## src/rtl/ga22_sprite_sched.sv

```systemverilog
// GA22 per-line sprite scheduler: walks the object list for the line being prepared,
// fetches one ROM tile row per hit and issues a single draw write to the double line buffer.
module ga22_sprite_sched #(
  parameter int OBJ_AW       = 7,
  parameter int MAX_PER_LINE = 32
) (
  input  logic              clk,
  input  logic              reset_n,
  input  logic              line_start,
  input  logic [8:0]        line,
  output logic [OBJ_AW-1:0] obj_addr,
  input  logic [63:0]       obj_data,
  output logic              rom_req,
  output logic [19:0]       rom_addr,
  input  logic              rom_ack,
  input  logic [63:0]       rom_data,
  output logic [63:0]       lb_bitplanes,
  output logic              lb_flip,
  output logic [6:0]        lb_color,
  output logic              lb_prio,
  output logic [9:0]        lb_pos,
  output logic              lb_we,
  input  logic              lb_idle,
  output logic              scan_toggle,
  output logic              busy,
  output logic              overrun,
  output logic [2:0]        dbg_state
);

  // Handshakes: rom_req stays high with a stable rom_addr until the cycle rom_ack is seen;
  // lb_we is a one-cycle strobe issued only after lb_idle was sampled high.
  typedef enum logic [2:0] {
    S_IDLE, S_READ, S_CHECK, S_FETCH, S_WRITE, S_NEXT, S_DRAIN
  } state_t;

  localparam int HW = $clog2(MAX_PER_LINE + 1);
  localparam logic [OBJ_AW-1:0] LAST_IDX = '1;
  localparam logic [HW-1:0]     MAX_HITS = HW'(MAX_PER_LINE);

  state_t            r_state;
  logic [8:0]        r_line;
  logic [OBJ_AW-1:0] r_idx;
  logic [HW-1:0]     r_hits;
  logic              r_busy;
  logic              r_scan;
  logic              r_overrun;
  logic              r_rom_req;
  logic [19:0]       r_rom_addr;
  logic [63:0]       r_data;
  logic [9:0]        r_x;
  logic [6:0]        r_color;
  logic              r_prio;
  logic              r_flipx;
  logic [63:0]       r_lb_bitplanes;
  logic              r_lb_flip;
  logic [6:0]        r_lb_color;
  logic              r_lb_prio;
  logic [9:0]        r_lb_pos;
  logic              r_lb_we;

  logic [8:0]  w_y;
  logic [1:0]  w_hcode;
  logic        w_enable;
  logic [15:0] w_code;
  logic        w_flipy;
  logic [8:0]  w_rel;
  logic [7:0]  w_height;
  logic        w_hit;
  logic [7:0]  w_row_full;
  logic [6:0]  w_row;
  logic [15:0] w_code_sum;
  logic        w_unused;

  assign w_y        = obj_data[8:0];
  assign w_hcode    = obj_data[10:9];
  assign w_enable   = obj_data[11];
  assign w_code     = obj_data[27:12];
  assign w_flipy    = obj_data[47];
  // Modulo-512 distance makes sprites that start near the bottom wrap onto the top lines.
  assign w_rel      = r_line - w_y;
  assign w_height   = 8'd16 << w_hcode;
  assign w_hit      = w_enable && (w_rel < {1'b0, w_height});
  assign w_row_full = w_height - 8'd1 - w_rel[7:0];
  assign w_row      = w_flipy ? w_row_full[6:0] : w_rel[6:0];
  assign w_code_sum = w_code + {13'd0, w_row[6:4]};
  assign w_unused   = ^{obj_data[63:48], w_row_full[7]};

  always_ff @(posedge clk or negedge reset_n) begin
    if (!reset_n) begin
      r_state        <= S_IDLE;
      r_line         <= '0;
      r_idx          <= '0;
      r_hits         <= '0;
      r_busy         <= 1'b0;
      r_scan         <= 1'b0;
      r_overrun      <= 1'b0;
      r_rom_req      <= 1'b0;
      r_rom_addr     <= '0;
      r_data         <= '0;
      r_x            <= '0;
      r_color        <= '0;
      r_prio         <= 1'b0;
      r_flipx        <= 1'b0;
      r_lb_bitplanes <= '0;
      r_lb_flip      <= 1'b0;
      r_lb_color     <= '0;
      r_lb_prio      <= 1'b0;
      r_lb_pos       <= '0;
      r_lb_we        <= 1'b0;
    end else begin
      r_lb_we   <= 1'b0;
      r_overrun <= 1'b0;
      if (line_start && r_busy) begin
        r_overrun <= 1'b1;
        r_scan    <= ~r_scan;
        r_line    <= line;
        r_idx     <= '0;
        r_hits    <= '0;
        // An outstanding ROM request must still be acknowledged; its data is thrown away.
        if (r_rom_req && !rom_ack) begin
          r_state <= S_DRAIN;
        end else begin
          r_rom_req <= 1'b0;
          r_state   <= S_READ;
        end
      end else if (line_start) begin
        r_scan  <= ~r_scan;
        r_line  <= line;
        r_idx   <= '0;
        r_hits  <= '0;
        r_busy  <= 1'b1;
        r_state <= S_READ;
      end else begin
        case (r_state)
          S_IDLE: r_state <= S_IDLE;
          S_READ: r_state <= S_CHECK;
          S_CHECK: begin
            if (w_hit) begin
              r_x        <= obj_data[37:28];
              r_color    <= obj_data[44:38];
              r_prio     <= obj_data[45];
              r_flipx    <= obj_data[46];
              r_rom_addr <= {w_code_sum, w_row[3:0]};
              r_rom_req  <= 1'b1;
              r_state    <= S_FETCH;
            end else begin
              r_state <= S_NEXT;
            end
          end
          S_FETCH: begin
            if (rom_ack) begin
              r_rom_req <= 1'b0;
              r_data    <= rom_data;
              r_state   <= S_WRITE;
            end
          end
          S_WRITE: begin
            if (lb_idle) begin
              r_lb_we        <= 1'b1;
              r_lb_bitplanes <= r_data;
              r_lb_flip      <= r_flipx;
              r_lb_color     <= r_color;
              r_lb_prio      <= r_prio;
              r_lb_pos       <= r_x;
              r_hits         <= r_hits + HW'(1);
              r_state        <= S_NEXT;
            end
          end
          S_NEXT: begin
            if (r_idx == LAST_IDX || r_hits == MAX_HITS) begin
              r_busy  <= 1'b0;
              r_state <= S_IDLE;
            end else begin
              r_idx   <= r_idx + OBJ_AW'(1);
              r_state <= S_READ;
            end
          end
          S_DRAIN: begin
            if (rom_ack) begin
              r_rom_req <= 1'b0;
              r_state   <= S_READ;
            end
          end
          default: r_state <= S_IDLE;
        endcase
      end
    end
  end

  assign obj_addr     = r_idx;
  assign rom_req      = r_rom_req;
  assign rom_addr     = r_rom_addr;
  assign lb_bitplanes = r_lb_bitplanes;
  assign lb_flip      = r_lb_flip;
  assign lb_color     = r_lb_color;
  assign lb_prio      = r_lb_prio;
  assign lb_pos       = r_lb_pos;
  assign lb_we        = r_lb_we;
  assign scan_toggle  = r_scan;
  assign busy         = r_busy;
  assign overrun      = r_overrun;
  assign dbg_state    = r_state;

endmodule

```

## config.mk

```make
export PLATFORM = sky130hd
export DESIGN_NAME = ga22_sprite_sched
export DESIGN_NICKNAME = d
export VERILOG_FILES = /design/src/rtl/ga22_sprite_sched.sv
export SDC_FILE = /design/constraint.sdc
export NUM_CORES = 1
export LEC_CHECK = 0
export ABC_AREA = 1
export CORE_MARGIN = 4
export CORE_UTILIZATION = 23
export DETAILED_ROUTE_END_ITERATION = 6
export PLACE_DENSITY_LB_ADDON = 0.08
export SETUP_SLACK_MARGIN = 0.1
export SYNTH_ARGS = -nofsm -noshare
export SYNTH_HDL_FRONTEND = slang
export SYNTH_SLANG_ARGS = --single-unit
```

## constraint.sdc

```tcl
create_clock -name clk -period 3.5 [get_ports clk]
set_clock_uncertainty 0.15 [all_clocks]
set_input_delay 0.35 -clock clk [delete_from_list [all_inputs] [get_ports clk]]
set_output_delay 0.35 -clock clk [all_outputs]
set_load 0.01 [all_outputs]
```

==> results.yml <==
grt:
  grt_pass1_wl_um: 43600
  grt_usage: 0.123
  antenna_found_initial: 2
  grt_max_degree: 88
  grt_pass1_vias: 7561
  gr-total-overflow: 0
clock_tree:
  cts-root-buf: "clkbuf_16"
  h-tree-depth: 1
  clk_pin_slew_worst_paths_ns: 0.06
  cts_tree: "yes"
  clk_latency_ns: 0.54
  cts_buffer_depth: 3
  clock_sinks: 216
  cts_made_buffers: 28
sta:
  hold_ws_ns: 0.199
  fin_crit_sh: 1.04
  setup_ws_ns: -0.131
  rsz0062_at_grt: "yes"
  setup-violations-final: 11
  setup_tns_ns: -0.682
  slew_headroom: 0.500
  hold_violations: 0
  period_minus_slack_ns: 3.63
  max_freq_ghz: 0.275
  slew_viol_final: 0
  worstMarginPinSlew_ns: 0.749
layout:
  layout_common_cells: "nand2_1, clkdlybuf4s50_1, dfrtp_1"
  antenna_cells: 0
  final-seq-area_um2: 5410
  areaGrowthSynthToFinish_pct: 52.2
  multi_input_area_um2: 3790
  fill_cells: 4156
  final_common_cell: "nand2_1"
  drive_above_1_share: 0.203
  nets: 1438
route:
  via_per_inst: 4.02
  drt-initial-drc-count: 249
  wl_um: 28300
  dr.pass1.iters: 6
  via_count: 7325
  drc: 0
  post_drt_wl_per_cell_um: 15.5
  ant_nets: 0
logic_synthesis:
  ys_ff_latch: 216
  yosys_warnings: 0
  async_flop_share: 1.00
  synth_area_um2: 9300
  syn_nets: 1133
  synth_edf_count: 0
  syn_area_per_cell_um2: 9.60
  ys_types: 30
  syn_inst: 969
  yosysSeqAreaShare: 0.581
  synth-main-ff-cell: "dfrtp_1"
floorplanning:
  initial_utilization: 0.233
  dieHeight_um: 209
  coreArea_um2: 39800
  core.rowCount: 73
  ios: 260
  die_x_um: 209
  dieArea_um2: 43700
setup_path:
  r2r_slack_ns: -0.13
  crit_path_max_fanout: 4
  rr_startpoint: "r_line[0]$_DFFE_PN0N_"
  path_class: "register to register"
  end_kind: "register"
  crit_required_ns: 3.78
  start_kind: "register"
  rr_endpoint: "rom_addr[13]$_DFFE_PN0P_"
  reg2reg_depth: 22
  worstPathArrival_ns: 3.91
flow_run:
  cap_viol_max_count: 0
run_status:
  status: "finished, violations left"
  violations: "setup timing"
power:
  power_mw: 9.84
  ir_drop_mv: 0.299
  leakage_nw: 6.84
  power.density_nw_per_um2: 695
min_path:
  whs_path_depth: 3
  hold_path.class: "input pin to register"
  hold_end: "r_line[8]$_DFFE_PN0N_"
  min_from: "line[8]"
placement:
  place_congestion: 0.762
  port_buffers: 243
  hpwl_um: 18400
## timing repair
item                                    CTS  global route
setup buffers                            11             7
hold buffers                              1             0
hold endpoints to repair                 82             0
endpoints found under the setup margin   37            41
cloned                                    0             9
resized for setup                        26            68
pin swaps                                14            20
## cell families (layout without fill, tap and decap cells)
logic type | after synthesis | after routing | synth area share
simple gates | 502 | 502 | 0.210
flops | 216 | 216 | 0.581
buf+inv | 90 | 416 | 0.0452
mux | 64 | 64 | 0.0775
compound gates | 50 | 50 | 0.0305
xor+xnor | 25 | 25 | 0.0235
fa+ha+maj | 22 | 22 | 0.0320
## registers in the layout, indices dropped and copies added, names as in the netlist
register      flops
busy              1
dbg_state         3
lb_bitplanes     64
lb_color          7
lb_flip           1
lb_pos           10
lb_prio           1
lb_we             1
obj_addr          7
overrun           1
r_color           7
r_data           64
r_flipx           1
r_hits            6
r_line            9
r_prio            1
r_x              10
rom_addr         20
rom_req           1
scan_toggle       1
## stage by stage
stage	area (um^2)	util	std cells	worst slack (ns)
after floorplan	9330	-	969	-0.0416
after global placement	12600	0.316	1741	-0.638
after detailed placement	12600	0.316	1741	-0.690
after CTS	13700	0.344	1804	-0.0880
after global routing	14100	0.355	1820	-0.365
final	14100	0.355	1820	-0.131
## Yosys cell counts, types with 5 or more instances
| cell type | number | area, um^2 |
|---|---|---|
| nand2_1 | 437 | 1640 |
| dfrtp_1 | 216 | 5410 |
| mux2_2 | 64 | 721 |
| inv_1 | 50 | 188 |
| nand3_1 | 24 | 120 |
| nor2_1 | 24 | 90.1 |
| o21ai_0 | 24 | 120 |
| ha_1 | 19 | 238 |
| buf_2 | 17 | 85.1 |
| a21oi_1 | 16 | 80.1 |
| xor2_1 | 15 | 131 |
| xnor2_1 | 10 | 87.6 |
| clkbuf_1 | 9 | 33.8 |
| nor3_1 | 7 | 35.0 |
| o21ai_2 | 7 | 61.3 |
| buf_4 | 5 | 37.5 |
| buf_6 | 5 | 56.3 |
| nand4_1 | 5 | 31.3 |
## per-layer routing
layer | share of wire | global-route usage
met4 | 0.020 | 0.0263
met5 | 0.00081 | 0
met2 | 0.47 | 0.203
met3 | 0.057 | 0.0335
met1 | 0.45 | 0.161
## power by group
group,switching [mW],internal [mW]
registers,0.511,3.45
clock network,1.12,1.73
logic,1.32,1.72
## area by class of cell
class / count / area share
sequential: 216 / 0.382
multi-input combinational: 663 / 0.268
timing repair buffer: 309 / 0.219
clock buffer: 42 / 0.0596
tap: 525 / 0.0464
inverter: 53 / 0.0159
clock inverter: 9 / 0.00575
timing repair inverter: 3 / 0.00345
## worst max path at each step
stage                                from                        to  slack [ns]  cells past startpoint
finish              r_line[0]$_DFFE_PN0N_  rom_addr[13]$_DFFE_PN0P_       -0.13                     22
global route        r_line[0]$_DFFE_PN0N_  rom_addr[17]$_DFFE_PN0P_       -0.36                     23
CTS                 r_line[0]$_DFFE_PN0N_  rom_addr[16]$_DFFE_PN0P_       -0.09                     21
detailed placement            obj_data[0]  rom_addr[16]$_DFFE_PN0P_       -0.69                     21
global placement              obj_data[0]  rom_addr[14]$_DFFE_PN0P_       -0.64                     21
floorplan           r_line[0]$_DFFE_PN0N_  rom_addr[17]$_DFFE_PN0P_       -0.04                     23
## critical path, stage by stage, from the launching register on
cell and delay, ns:
dfrtp_1 0.37, inv_2 0.09, ha_4 0.13, inv_2 0.04, fa_2 0.34, nand2_2 0.08
nand2_2 0.07, nand2_4 0.08, xor2_2 0.15, inv_1 0.06, ha_2 0.18, fa_2 0.35
xnor2_2 0.14, o21ai_1 0.16, ha_1 0.29, a21oi_1 0.19, nand2_2 0.08, nand3_2 0.10
nor2_4 0.06, buf_4 0.13, nand2_2 0.05, xor2_1 0.18, o21ai_2 0.08
Note: power is estimated with default switching activity, not from simulation.
